## src/rtl/spi_arbiter.sv

```systemverilog
// Round-robin arbiter sharing one SPIMaster between NUM_REQ requesters; owns the slave-select bus.
// Optional XFER watchdog enabled by defining SPI_ARB_TIMEOUT_EN.
//
//   state | meaning
//   IDLE  | waiting for a request; grants round-robin from the priority pointer
//   SETUP | grant held; asserts the selected slave select, or finishes with error on a bad byte count
//   XFER  | SPIMaster enabled until its read fill level reaches the latched byte count
//   DONE  | completion pulse, read data captured, fill level reset, selects released
//   GAP   | all selects deasserted for GAP_CYCLES before the next grant
module spi_arbiter #(
    parameter int NUM_REQ        = 2,
    parameter int GAP_CYCLES     = 2,
    parameter int TIMEOUT_CYCLES = 4096
) (
    input  logic                 clk_i,
    input  logic                 rst_i,
    input  logic [NUM_REQ-1:0]   req_i,
    input  logic [NUM_REQ*32-1:0] wdata_i,
    input  logic [NUM_REQ*3-1:0] bytes_i,
    input  logic [NUM_REQ*5-1:0] ss_sel_i,
    output logic [NUM_REQ-1:0]   gnt_o,
    output logic [NUM_REQ-1:0]   done_o,
    output logic                 err_o,
    output logic [31:0]          rdata_o,
    output logic                 spi_enable_o,
    output logic [31:0]          spi_wdata_o,
    output logic [2:0]           spi_bytes_o,
    output logic                 spi_reset_fill_o,
    input  logic [31:0]          spi_rdata_i,
    input  logic [2:0]           spi_rbytes_i,
    output logic [31:0]          spi_ss_o
);

    localparam int IDXW = $clog2(NUM_REQ);

    typedef enum logic [2:0] {
        ST_IDLE,
        ST_SETUP,
        ST_XFER,
        ST_DONE,
        ST_GAP
    } state_t;

    state_t          state;
    logic [IDXW-1:0] ptr;
    logic [IDXW-1:0] arb_idx;
    logic [IDXW-1:0] cand_idx;
    logic            arb_found;
    logic [31:0]     sel_wdata;
    logic [2:0]      sel_bytes;
    logic [4:0]      sel_ss;
    logic [4:0]      lat_ss;
    logic            bad_cnt;
    logic [3:0]      gap_cnt;
    logic            timeout_hit;
    logic            fin_now;
    logic            fin_err;
    int              cand;

    // Scan upward from the pointer; the first active request wins.
    always_comb begin
        arb_found = 1'b0;
        arb_idx   = '0;
        cand      = 0;
        cand_idx  = '0;
        sel_wdata = '0;
        sel_bytes = '0;
        sel_ss    = '0;
        for (int k = 0; k < NUM_REQ; k++) begin
            cand = int'(ptr) + k;
            if (cand >= NUM_REQ) cand = cand - NUM_REQ;
            cand_idx = IDXW'(cand);
            if (!arb_found && req_i[cand_idx]) begin
                arb_found = 1'b1;
                arb_idx   = cand_idx;
            end
        end
        for (int k = 0; k < NUM_REQ; k++) begin
            if (arb_idx == IDXW'(k)) begin
                sel_wdata = wdata_i[k*32 +: 32];
                sel_bytes = bytes_i[k*3 +: 3];
                sel_ss    = ss_sel_i[k*5 +: 5];
            end
        end
    end

`ifdef SPI_ARB_TIMEOUT_EN
    localparam int WDW = $clog2(TIMEOUT_CYCLES + 1);
    logic [WDW-1:0] wd_cnt;

    // Down-counter loaded while entering XFER; terminal count means TIMEOUT_CYCLES XFER cycles elapsed.
    always_ff @(posedge clk_i) begin
        if (rst_i) begin
            wd_cnt <= '0;
        end else if (state == ST_SETUP) begin
            wd_cnt <= WDW'(TIMEOUT_CYCLES - 1);
        end else if (state == ST_XFER && wd_cnt != '0) begin
            wd_cnt <= wd_cnt - 1'b1;
        end
    end

    assign timeout_hit = (state == ST_XFER) && (wd_cnt == '0);
`else
    assign timeout_hit = 1'b0;
`endif

    // A real completion wins over a coincident timeout.
    always_comb begin
        fin_now = 1'b0;
        fin_err = 1'b0;
        if (state == ST_SETUP && bad_cnt) begin
            fin_now = 1'b1;
            fin_err = 1'b1;
        end else if (state == ST_XFER) begin
            if (spi_rbytes_i == spi_bytes_o) begin
                fin_now = 1'b1;
            end else if (timeout_hit) begin
                fin_now = 1'b1;
                fin_err = 1'b1;
            end
        end
    end

    always_ff @(posedge clk_i) begin
        if (rst_i) begin
            state            <= ST_IDLE;
            ptr              <= '0;
            gnt_o            <= '0;
            done_o           <= '0;
            err_o            <= 1'b0;
            rdata_o          <= '0;
            spi_enable_o     <= 1'b0;
            spi_wdata_o      <= '0;
            spi_bytes_o      <= '0;
            spi_reset_fill_o <= 1'b0;
            spi_ss_o         <= 32'hFFFF_FFFF;
            lat_ss           <= '0;
            bad_cnt          <= 1'b0;
            gap_cnt          <= '0;
        end else if (fin_now) begin
            done_o           <= gnt_o;
            err_o            <= fin_err;
            rdata_o          <= spi_rdata_i;
            spi_reset_fill_o <= 1'b1;
            spi_enable_o     <= 1'b0;
            spi_ss_o         <= 32'hFFFF_FFFF;
            gnt_o            <= '0;
            state            <= ST_DONE;
        end else begin
            case (state)
                ST_IDLE: begin
                    if (arb_found) begin
                        gnt_o       <= NUM_REQ'(1) << arb_idx;
                        ptr         <= (arb_idx == IDXW'(NUM_REQ - 1)) ? '0 : arb_idx + 1'b1;
                        spi_wdata_o <= sel_wdata;
                        spi_bytes_o <= sel_bytes;
                        lat_ss      <= sel_ss;
                        bad_cnt     <= (sel_bytes == 3'd0) || (sel_bytes > 3'd4);
                        state       <= ST_SETUP;
                    end
                end
                ST_SETUP: begin
                    spi_ss_o <= ~(32'd1 << lat_ss);
                    state    <= ST_XFER;
                end
                ST_XFER: begin
                    spi_enable_o <= 1'b1;
                end
                ST_DONE: begin
                    done_o           <= '0;
                    err_o            <= 1'b0;
                    spi_reset_fill_o <= 1'b0;
                    gap_cnt          <= 4'(GAP_CYCLES - 1);
                    state            <= ST_GAP;
                end
                ST_GAP: begin
                    if (gap_cnt == '0) begin
                        state <= ST_IDLE;
                    end else begin
                        gap_cnt <= gap_cnt - 1'b1;
                    end
                end
                default: state <= ST_IDLE;
            endcase
        end
    end

endmodule

```

## config.mk

```make
export PLATFORM = sky130hd
export DESIGN_NAME = spi_arbiter
export DESIGN_NICKNAME = d
export VERILOG_FILES = /design/src/rtl/spi_arbiter.sv
export SDC_FILE = /design/constraint.sdc
export NUM_CORES = 1
export LEC_CHECK = 0
export BUFFER_PORTS_ARGS = -buffer_cell sky130_fd_sc_hd__buf_2
export CAP_MARGIN = 15
export CORE_MARGIN = 3
export CORE_UTILIZATION = 46
export CTS_BUF_LIST = sky130_fd_sc_hd__clkbuf_8
export CTS_CLUSTER_SIZE = 25
export DETAILED_ROUTE_END_ITERATION = 8
export MAX_ROUTING_LAYER = met4
export PLACE_DENSITY = 0.83
export SLEW_MARGIN = 20
export SYNTH_ARGS = -nofsm -noshare
export SYNTH_HDL_FRONTEND = slang
export SYNTH_SLANG_ARGS = --single-unit
export TNS_END_PERCENT = 1
```

## constraint.sdc

```tcl
create_clock -name clk_i -period 1.9 [get_ports clk_i]
set_input_delay 0.57 -clock clk_i [delete_from_list [all_inputs] [get_ports clk_i]]
set_output_delay 0.57 -clock clk_i [all_outputs]
set_load 0.01 [all_outputs]
```

# ---- After elaboration in Yosys (flattened, before gate mapping)
# Index checks and enable logic that the tools add are counted.
# Widths: inputs -> output; s select.
dict set report word_totals {
  output_inout_bits 106
  register_bits 120
  in_bits 119
}
dict set report classes {
  eq_ne 11
  shifts 2
  mux 29
  add_sub_neg 5
  order_cmp 5
  bitwise_logic 3
  reduce_logical 15
}
# op n
set ops {}
lappend ops {{$mux 32} 1}
lappend ops {{$not 32->32} 1}
lappend ops {{$shl 1x5->32 const A} 1}
lappend ops {{$mux 1} 18}
lappend ops {{$pmux 3 s5} 1}
lappend ops {{$reduce_and 3->1} 4}
lappend ops {{$mux 3} 3}
lappend ops {{$ne 2x2->1 const B} 4}
lappend ops {{$pmux 4 s2} 1}
lappend ops {{$eq 3x2->1 const B} 2}
lappend ops {{$logic_not 3->1} 2}
lappend ops {{$mux 2} 3}
lappend ops {{$ne 3x3->1 const B} 2}
lappend ops {{$mux 5} 1}
lappend ops {{$logic_not 4->1} 1}
lappend ops {{$lt 1x2->1 const B} 2}
lappend ops {{$mux 4} 1}
lappend ops {{$reduce_bool 2->1} 2}
lappend ops {{$sub 4x1->4 const B} 1}
lappend ops {{$eq 3x1->1 const B} 1}
lappend ops {{$eq 3x3->1} 1}
lappend ops {{$eq 3x3->1 const B} 1}
lappend ops {{$gt 3x3->1 const B} 1}
lappend ops {{$add 1x1->2 const B} 1}
lappend ops {{other kinds (11)} 14}

# ---- Logic depth before layout (Yosys ltp)
# Gate-level depths: netlist of the first run.
dict set report depth {
  depth_word 11
  mapped_depth 6
}

# ---- Worst setup path after synthesis of the first run
# Ideal clock, no wire load.
dict set report synth_timing {
  path_kind {input -> register}
  from {in req_i[1]}
  to {reg lat_ss[2]}
  t_required_ps 1767
  arrival_time_ps 1427
  path_slack_ps 340
  path_stages 6
  cell_sequence {buf_2 -> or2_2 -> clkbuf_1 -> buf_2 -> a21oi_1 -> a311oi_1}
}
dict set report synth_via {
  elab_chain_cells 7
}
# element line_no
set synth_rtl {}
lappend synth_rtl {{start, declared} 17} ;# input logic [NUM_REQ-1:0] req_i,
lappend synth_rtl {{$mux 1 (implied by the code) (2 in a row)} 73} ;# if (!arb_found && req_i[cand_idx]) begin
lappend synth_rtl {{$mux 1} 73}
lappend synth_rtl {{$logic_not 1->1} 73}
lappend synth_rtl {{$logic_and 1x1->1} 73}
lappend synth_rtl {{$mux 1} 73}
lappend synth_rtl {{$reduce_and 3->1 (no source line) or $mux 5 (tied branches)} -}
lappend synth_rtl {{end signal, assigned} 157} ;# lat_ss <= sel_ss;
lappend synth_rtl {{end, declared} 52} ;# logic [4:0] lat_ss;
# Several ways; a longest one is shown, not always the timed one. The select of a mux whose other input is x is not followed.
# A chain may end at the register's enable or synchronous reset.

# ---- Worst setup path after layout of the first run
dict set report layout_timing {
  from {reg state[1]}
  to {reg spi_wdata_o[26]}
}
dict set report layout_via {
  elab_chain_cells 5
}
# element line_no
set layout_rtl {}
lappend layout_rtl {{start, declared} 44} ;# state_t state;
lappend layout_rtl {{start signal, assigned} 126} ;# state <= ST_IDLE;
lappend layout_rtl {{start signal, assigned} 148} ;# state <= ST_DONE;
lappend layout_rtl {{start signal, assigned} 159} ;# state <= ST_SETUP;
lappend layout_rtl {{$eq 3x2->1 or $eq 3x1->1 (tied branches)} {114, 111}}
lappend layout_rtl {{$mux 1 or $logic_and 1x1->1 (tied branches)} {114, 111}}
lappend layout_rtl {{$mux 1} 111} ;# if (state == ST_SETUP && bad_cnt) begin
lappend layout_rtl {{$not 1->1 (no source line)} -}
lappend layout_rtl {{$reduce_and 3->1 (no source line) (*)} -}
lappend layout_rtl {{end signal, assigned} 155} ;# spi_wdata_o <= sel_wdata;
lappend layout_rtl {{end, declared} 26} ;# output logic [31:0] spi_wdata_o,
# Every way passes the cells marked *; elsewhere a longest branch is shown, timed or not.

==> flow_metrics.py, run 1 <==
metrics = {
    "logic_synthesis": {
        "syn_nets": 750,
        "yosys_warnings": 0,
        "seq_area_frac_synth_pct": 44.4,
        "synthArstFlopShare_pct": 0,
        "synth_edf_count": 0,
        "syn_inst": 630,
        "synth_top_flop_cell": "dfxtp_1",
        "synth.avg_cell_area_um2": 8.60,
        "synth.cell_area_um2": 5420,
        "ys_seq_elements": 120,
        "yosysUniqueCellTypes": 49,
    },
    "grt": {
        "grt_max_degree": 49,
        "gr-total-overflow": 0,
        "grt.total_usage_pct": 24.3,
        "grt_pass1_wl_um": 25400,
        "antenna_found_initial": 0,
        "grt_pass1_vias": 5142,
    },
    "timing": {
        "period_share_pct": 97.5,
        "fin_skew_ns": 0.0155,
        "slew_violations": 0,
        "finalHoldViolCount": 0,
        "max_freq_mhz": 540,
        "rsz0062_at_grt": "true",
        "relSlewSlack_pct": 35.5,
        "worstMarginPinSlew_ns": 0.965,
        "fin_crit_ns": 1.85,
        "setup_violations": 0,
    },
    "routing": {
        "firstDrtPassIters": 4,
        "ant_nets": 0,
        "drt-initial-drc-count": 299,
        "vias": 5441,
        "wire_per_inst_um": 16.3,
        "drcViolationCount": 0,
        "avgViaCountPerCell": 5.55,
        "wl_um": 16000,
    },
    "placement": {
        "hpwlAfterDp_um": 11200,
        "placed_cell_area_um2": 6680,
        "dp.cells": 949,
        "place_congestion": 0.841,
        "port_buffers": 224,
    },
    "power_and_ir_drop": {
        "irDropWorstVdd_v": 0.000584,
        "powerDensity_nw_per_um2": 1080,
        "p_leak_nw": 3.19,
        "finalPower_mw": 7.72,
    },
    "final_layout": {
        "num-nets-final": 948,
        "n_antenna_cell": 0,
        "final_core_util_pct": 63.8,
        "drive_gt1_share_pct": 35.4,
        "final_area_um2": 7130,
        "syn_to_final_growth_pct": 31.7,
        "layoutNonFillerInstCount": 981,
    },
    "floorplan": {
        "dieArea_um2": 13100,
        "core_area_um2": 11200,
        "fp.dieW_um": 115,
        "chipHeight_um": 115,
        "rows": 38,
        "num_io_pins": 225,
        "initial_core_util_pct": 48.5,
    },
    "clock_network": {
        "cts_buffer_depth": 2,
        "cts_root_buf": "clkbuf_8",
        "post_cts_buffers": 0,
        "h-tree-depth": 4,
        "worstSkewPairLatency_ns": 0.41,
        "cts.sinks": 120,
        "clkTransAtPathRegs_ns": 0.08,
        "cts_buffers": 17,
        "cts_tree": "done",
    },
    "setup_path": {
        "setup.worst_path.start_class": "flip-flop",
        "cp.required_ns": 2.13,
        "end_kind": "flip-flop",
        "critPathMaxFanout": 42,
        "crit_arrival_ns": 2.08,
        "regToRegSetupSlack_ns": 0.05,
        "r2r_cells": 3,
        "critPathKind": "reg -> reg",
    },
    "worst_hold_path": {
        "hold_depth": 3,
        "min_path_type": "in -> reg",
    },
    "job": {
        "drv_cap": 0,
    },
    "outcome": {
        "status": "finished clean",
    },
}
## what timing repair did
item                                    4_1_cts  5_1_grt
hold buffers                                  0        0
endpoints found under the setup margin        0       33
resized for setup                             0        1
## kinds of logic (layout without fill, tap and decap cells)
kind of cell / count (synthesis) / in the layout / share of synthesized area, %
AO/OA/AOI/OAI: 176 / 176 / 21.6
XOR/XNOR: 7 / 7 / 1.13
adder cells (fa/ha/maj): 1 / 1 / 0.231
buffers and inverters: 74 / 285 / 6.77
flip-flops: 120 / 120 / 44.4
multiplexers: 34 / 34 / 6.28
AND/OR/NAND/NOR: 218 / 218 / 19.7
## power breakdown
part / internal (mW) / total [mW] / switching, mW
Clock: 1.47 / 2.59 / 1.12
Combinational: 0.846 / 2.08 / 1.24
Sequential: 2.82 / 3.05 / 0.232
## state kept, by name, indices dropped and copies added, names as in the netlist
signal,count
bad_cnt,1
done_o,2
err_o,1
gap_cnt,4
gnt_o,2
lat_ss,5
ptr,1
rdata_o,32
spi_bytes_o,3
spi_enable_o,1
spi_reset_fill_o,1
spi_ss_o,32
spi_wdata_o,32
state,3
## per-layer routing
metal / GRT usage (%) / up-vias / share of wire [%]
li1: - / 2697 / -
met1: 30.6 / 2514 / 42
met2: 39.4 / 216 / 50
met3: 5.55 / 14 / 7.2
met4: 6.65 / 0 / 1.3
met5: - / - / 0
## per-stage QoR
stage	worst slack [ns]	TNS (ns)	hold WS (ns)
2_1_floorplan	0.340	0	0.455
3_3_place_gp	0.00586	0	0.442
3_5_place_dp	-0.0646	-0.911	0.447
4_1_cts	0.0223	0	0.365
5_1_grt	-0.0451	-0.326	0.366
6_report	0.0483	0	0.395
## cells in the final DEF (no fill, tap or decap), types with 4 or more instances in the layout
| cell | n |
|---|---|
| a21oi_1 | 45 |
| a311oi_1 | 40 |
| buf_12 | 7 |
| buf_2 | 224 |
| buf_4 | 17 |
| bufinv_16 | 4 |
| clkbuf_8 | 17 |
| dfxtp_1 | 120 |
| inv_1 | 4 |
| inv_6 | 6 |
| mux2i_1 | 34 |
| nand2_1 | 71 |
| nand2b_1 | 5 |
| nand3_1 | 44 |
| nor2_1 | 35 |
| nor3_1 | 31 |
| o211ai_1 | 34 |
| o21ai_0 | 46 |
| xnor2_1 | 4 |
## final timing paths
path | startpoint | endpoint
worst max-delay path | state[1] | spi_wdata_o[26]
worst min-delay path | spi_rdata_i[6] | rdata_o[6]
worst max register to register | state[1] | spi_wdata_o[26]
worst min register to register | rdata_o[12] | rdata_o[12]
## worst max-delay path, stage by stage, from the launching register on
cell,delay (ns)
dfxtp_1,0.32
or3_4,0.41
nor2_4,0.73
a311oi_1,0.20
## area by class of cell
type	count	area, um^2
repair buffers	248	1390
well taps	140	175
multi-input cells	436	2700
fillers	950	4040
clock inverters	15	214
flip-flops and latches	120	2400
clock buffers	17	234
inverters	5	18.8
## cell usage after synthesis (2+ instances only)
| library cell | instances | area share (%) |
|---|---|---|
| o21ai_0 | 46 | 4.3 |
| or2_2 | 2 | 0.23 |
| buf_6 | 6 | 1.2 |
| o211ai_1 | 34 | 4.7 |
| nor3b_2 | 2 | 0.46 |
| nand3_1 | 44 | 4.1 |
| inv_1 | 4 | 0.28 |
| clkbuf_1 | 35 | 2.4 |
| nand3b_1 | 3 | 0.42 |
| buf_2 | 22 | 2.0 |
| xnor2_1 | 4 | 0.65 |
| a21oi_1 | 45 | 4.2 |
| nand2_1 | 71 | 4.9 |
| a41oi_1 | 2 | 0.32 |
| buf_4 | 4 | 0.55 |
| nor2_1 | 35 | 2.4 |
| nor3_1 | 31 | 2.9 |
| xor2_1 | 3 | 0.49 |
| or3_1 | 4 | 0.46 |
| mux2i_1 | 34 | 6.3 |
| dfxtp_1 | 120 | 44 |
| nor4_2 | 2 | 0.46 |
| o211a_1 | 2 | 0.37 |
| nor4_1 | 2 | 0.23 |
| or4_1 | 2 | 0.28 |
| or3b_1 | 3 | 0.49 |
| nor2b_1 | 2 | 0.23 |
| a311oi_1 | 40 | 6.5 |
| or3_2 | 2 | 0.28 |
| nand2b_1 | 5 | 0.58 |
Power figures use the tool's default switching activity.
==> run 2: changes to the inputs <==
- CORE_UTILIZATION: 46 -> 50
- PLACE_DENSITY: 0.83 -> 0.89
- RECOVER_POWER: unset -> 100
==> run 2 against run 1 <==
Clock power is 6% lower. Die area is 7.6% lower. Final cell count stayed put. Count of clock-buffer cells in the layout is 1 higher. Core utilization is 2.9 points higher. Sequential power hardly changed.
==> flow_metrics.py, run 2 (synthesized netlist as in run 1, its figures left out) <==
metrics = {
    "power_and_ir_drop": {
        "p_sw_share_pct": 34.2,
        "p_leak_nw": 2.84,
        "p_switching_mw": 2.57,
        "power_frac_clock_pct": 32.3,
        "powerDensity_nw_per_um2": 1080,
        "internal_power_mw": 4.95,
        "comb_power_share_pct": 27.2,
        "p_seq_share_pct": 40.5,
        "irDropWorstVdd_v": 0.000572,
    },
    "final_layout": {
        "syn_to_final_growth_pct": 28.4,
        "drive_gt1_share_pct": 22.8,
        "top_regs": "rdata_o: 32 flops, spi_ss_o: 32 flops, spi_wdata_o: 32 flops",
        "num-nets-final": 952,
        "n_antenna_cell": 0,
        "layout_common_cells": "dfxtp_1, buf_2, clkbuf_1",
        "layout_commonest_cell": "dfxtp_1",
    },
    "grt": {
        "grt_pass1_wl_um": 24800,
        "grt_max_degree": 43,
        "grt.total_usage_pct": 26.3,
        "grt_pass1_vias": 5128,
        "gr-total-overflow": 0,
        "antenna_found_initial": 0,
    },
    "routing": {
        "drt-initial-drc-count": 305,
        "vias": 5595,
        "ant_nets": 0,
        "firstDrtPassIters": 5,
        "drcViolationCount": 0,
        "avgViaCountPerCell": 5.70,
        "wire_per_inst_um": 16.3,
        "wl_um": 16000,
    },
    "setup_path": {
        "critPathKind": "reg -> reg",
        "cp.required_ns": 2.13,
        "setup.worst_path.start_class": "flip-flop",
        "critPathMaxFanout": 42,
        "end_kind": "flip-flop",
        "crit_arrival_ns": 2.10,
    },
    "clock_network": {
        "clkTransAtPathRegs_ns": 0.08,
        "cts.sinks": 120,
        "cts_buffers": 17,
        "hold_buffers": 0,
        "cts_tree": "done",
        "cts_root_buf": "clkbuf_8",
        "h-tree-depth": 4,
        "cts_buffer_depth": 2,
        "worstSkewPairLatency_ns": 0.42,
    },
    "floorplan": {
        "initial_core_util_pct": 52.0,
        "chipHeight_um": 110,
        "dieArea_um2": 12100,
        "fp.dieW_um": 110,
        "core_area_um2": 10400,
        "num_io_pins": 225,
        "rows": 37,
    },
    "timing": {
        "fin_crit_ns": 1.87,
        "max_freq_mhz": 534,
        "relSlewSlack_pct": 35.7,
        "finalHoldViolCount": 0,
        "fin_skew_ns": 0.0184,
        "worstMarginPinSlew_ns": 0.962,
        "slew_violations": 0,
        "setup_violations": 0,
        "period_share_pct": 98.5,
        "fin_ws_ns": 0.0286,
        "rsz0062_at_grt": "true",
        "timing.hold.ws_ns": 0.387,
    },
    "placement": {
        "place_ws_ns": -0.0143,
        "hpwlAfterDp_um": 11500,
        "place_congestion": 0.827,
        "port_buffers": 224,
    },
    "worst_hold_path": {
        "min_path_type": "in -> reg",
    },
    "job": {
        "drv_cap": 0,
    },
    "outcome": {
        "status": "finished clean",
    },
}
run 2: changes by cell type in the layout (fill, tap and decap cells not counted), moves of 2 or more:
| cell | previous run | this run |
|---|---|---|
| buf_2 | 224 | 117 |
| buf_4 | 17 | 21 |
| clkinvlp_4 | 1 | 4 |
| buf_6 | 0 | 2 |
| inv_6 | 6 | 1 |
| clkbuf_1 | 0 | 107 |
| buf_12 | 7 | 4 |
run 2: power groups by stage:
stage	Clock, mW	Combinational [mW]	Sequential, mW
2_1_floorplan	0	1.25	3.16
3_3_place_gp	0	2.08	3.07
3_5_place_dp	0	2.12	3.08
4_1_cts	2.46	2.13	3.03
5_1_grt	2.55	2.25	3.08
6_report	2.43	2.05	3.05
run 2: timing repair:
| action | 4_1_cts | 5_1_grt |
|---|---|---|
| resized for setup | 0 | 2 |
| hold endpoints to repair | 0 | 0 |
| pin swaps | 0 | 6 |
| buffers inserted | 0 | 0 |
| endpoints found under the setup margin | 1 | 41 |
run 2: area by class of cell:
type                            count  area [um^2]
Fill cell                         954         3460
Timing Repair Buffer              252         1250
Tap cell                          136          170
Inverter                            5         18.8
Sequential cell                   120         2400
Clock buffer                       18          248
Multi-Input combinational cell    436         2690
Clock inverter                     14          175
run 2: worst paths after layout:
check | from | to | slack [ns] | cells after the start
worst min-delay path | spi_rdata_i[8] | rdata_o[8] | 0.39 | 3
worst max-delay path | state[0] | lat_ss[1] | 0.03 | 3
worst max register to register | state[0] | lat_ss[1] | 0.03 | 3
worst min register to register | rdata_o[5] | rdata_o[5] | 0.46 | 2
run 2: critical path: stages (launching register included):
cell and delay, ns:
dfxtp_2 0.32, or3_4 0.40, nor2_4 0.74, a311oi_1 0.21
run 2: stage by stage:
step / cell area, um^2 / setup TNS (ns) / utilization, % / instances / power (mW)
after global routing: 6950 / -0.990 / 66.8 / 981 / 7.88
after detailed placement: 6690 / -0.0143 / 64.2 / 949 / 5.19
after floorplan: 5420 / 0 / - / 630 / 4.41
after global placement: 6690 / 0 / 64.2 / 949 / 5.15
final: 6950 / 0 / 66.8 / 981 / 7.53
after CTS: 7110 / -0.00218 / 68.3 / 981 / 7.61
run 2: metal layers:
layer	vias to the layer above	global-route usage (%)	wire length [um]
li1	2708	-	-
met1	2601	32.8	6570
met2	253	43.1	7950
met3	33	4.43	1170
met4	0	9.35	354
met5	-	-	0
==> run 3: changes to the inputs <==
- CORE_UTILIZATION: 50 -> 48
- CTS_BUF_LIST: sky130_fd_sc_hd__clkbuf_8 -> unset
- PLACE_DENSITY: 0.89 -> 0.86
==> run 3 against run 2 <==
Register-to-register slack about the same. Via count decreased by 0.45%. Fmax decreased by 0.36%. Clock skew increased by 0.0016 ns. First-iteration DRC count increased by 10%. Non-clock buffer count decreased by 2. Total power increased by 12%. Die area increased by 3.9%. Critical path depth unchanged. Sequential share of layout area decreased by 1.6 points. Design area increased by 4.8%. Combinational power about the same. Largest cell class unchanged.
==> flow_metrics.py, run 3 (synthesized netlist as in run 1, its figures left out) <==
metrics = {
    "power_and_ir_drop": {
        "irDropWorstVdd_v": 0.000663,
        "finalPower_mw": 8.43,
        "powerDensity_nw_per_um2": 1160,
        "p_leak_nw": 3.26,
    },
    "timing": {
        "fin_ws_ns": 0.0218,
        "rsz0062_at_grt": "true",
        "fin_skew_ns": 0.0200,
        "setup_violations": 0,
        "finalHoldViolCount": 0,
        "slew_violations": 0,
        "relSlewSlack_pct": 34.6,
        "timing.hold.ws_ns": 0.408,
        "tns_ns": 0,
        "fin_crit_ns": 1.88,
        "period_share_pct": 98.9,
        "worstMarginPinSlew_ns": 0.979,
        "max_freq_mhz": 532,
    },
    "placement": {
        "place_ws_ns": -0.0479,
        "port_buffers": 224,
        "placed_cell_area_um2": 6670,
        "dp.cells": 951,
        "hpwlAfterDp_um": 11200,
        "place_congestion": 0.816,
    },
    "final_layout": {
        "final_area_um2": 7290,
        "n_antenna_cell": 0,
        "layoutNonFillerInstCount": 983,
        "layout_commonest_cell": "buf_2",
        "final_core_util_pct": 66.6,
        "num-nets-final": 950,
        "top_regs": "rdata_o: 32 flops, spi_ss_o: 32 flops, spi_wdata_o: 32 flops",
        "syn_to_final_growth_pct": 34.6,
        "drive_gt1_share_pct": 35.5,
        "nFillCells": 944,
        "layout_common_cells": "buf_2, dfxtp_1, nand2_1",
    },
    "setup_path": {
        "critPathMaxFanout": 42,
        "r2r_cells": 3,
        "crit_arrival_ns": 2.09,
        "cp_slowest_cell": "nor2_4",
        "end_kind": "flip-flop",
        "cp.required_ns": 2.11,
        "cp_cell_sequence": "or3_4 > nor2_4 > a311oi_1",
        "crit_path_max_incr_delay_ns": 0.75,
        "setup.worst_path.start_class": "flip-flop",
        "critPathKind": "reg -> reg",
    },
    "routing": {
        "wl_met3_um": 1160,
        "top_layer": "met4",
        "wl_met1_um": 6670,
        "avgViaCountPerCell": 5.67,
        "drt-initial-drc-count": 337,
        "vias": 5570,
        "met2_length_um": 7730,
        "wl_um": 15900,
        "firstDrtPassIters": 5,
        "wire_per_inst_um": 16.2,
        "drcViolationCount": 0,
        "ant_nets": 0,
    },
    "grt": {
        "grt_pass1_wl_um": 26100,
        "grt_pass1_vias": 5419,
        "grt_max_degree": 57,
        "grt.total_usage_pct": 25.6,
        "antenna_found_initial": 0,
        "gr-total-overflow": 0,
    },
    "clock_network": {
        "h-tree-depth": 4,
        "cts_root_buf": "clkbuf_16",
        "cts_buffer_depth": 2,
        "cts_tree": "done",
        "cts.sinks": 120,
        "clkTransAtPathRegs_ns": 0.06,
        "post_cts_buffers": 0,
        "hold_buffers": 0,
        "cts_buffers": 17,
        "worstSkewPairLatency_ns": 0.41,
    },
    "floorplan": {
        "initial_core_util_pct": 49.5,
        "fp.dieW_um": 112,
        "dieArea_um2": 12600,
        "core_area_um2": 10900,
        "rows": 38,
        "chipHeight_um": 112,
        "num_io_pins": 225,
    },
    "worst_hold_path": {
        "hold_depth": 3,
        "min_path_type": "in -> reg",
    },
    "outcome": {
        "status": "finished clean",
    },
    "job": {
        "drv_cap": 0,
    },
}
-- run 3: critical path, delay by kind of cell (launching register included) --
kind | cells | cell delay [ns]
and+or+nand+nor | 2 | 1.14
DFF | 1 | 0.34
AOI/OAI and AO/OA | 1 | 0.21
-- run 3: final timing paths --
| kind | from | endpoint | slack, ns |
|---|---|---|---|
| setup reg to reg | state[2] | spi_wdata_o[19] | 0.02 |
| hold reg to reg | rdata_o[29] | rdata_o[29] | 0.46 |
| setup / recovery | state[2] | spi_wdata_o[19] | 0.02 |
| hold / removal | spi_rdata_i[10] | rdata_o[10] | 0.41 |
-- run 3: report_power, final --
| group | internal [mW] | leakage (nW) | switching [mW] |
|---|---|---|---|
| Sequential | 2.83 | 0.981 | 0.238 |
| Combinational | 0.841 | 1.99 | 1.23 |
| Clock | 2.11 | 0.287 | 1.18 |
| Total | 5.78 | 3.26 | 2.65 |
-- run 3: repair_timing --
| action | 4_1_cts | 5_1_grt |
|---|---|---|
| gates resized for setup | 0 | 2 |
| pin swaps | 0 | 1 |
| setup endpoints to repair | 1 | 41 |
-- run 3: layout make-up --
class / instances / area (um^2) / area share (%)
Multi-Input combinational cell: 436 / 2690 / 36.9
Sequential cell: 120 / 2400 / 33.0
Timing Repair Buffer: 250 / 1390 / 19.0
Clock buffer: 19 / 443 / 6.08
Tap cell: 140 / 175 / 2.40
Clock inverter: 13 / 169 / 2.32
Inverter: 5 / 18.8 / 0.258
-- run 3: layer usage --
layer  vias to the layer above  GRT usage [%]
met2                       257           41.7
met1                      2584           31.6
met4                         0           8.49
li1                       2698              -
met3                        31           5.82
met5                         -              -
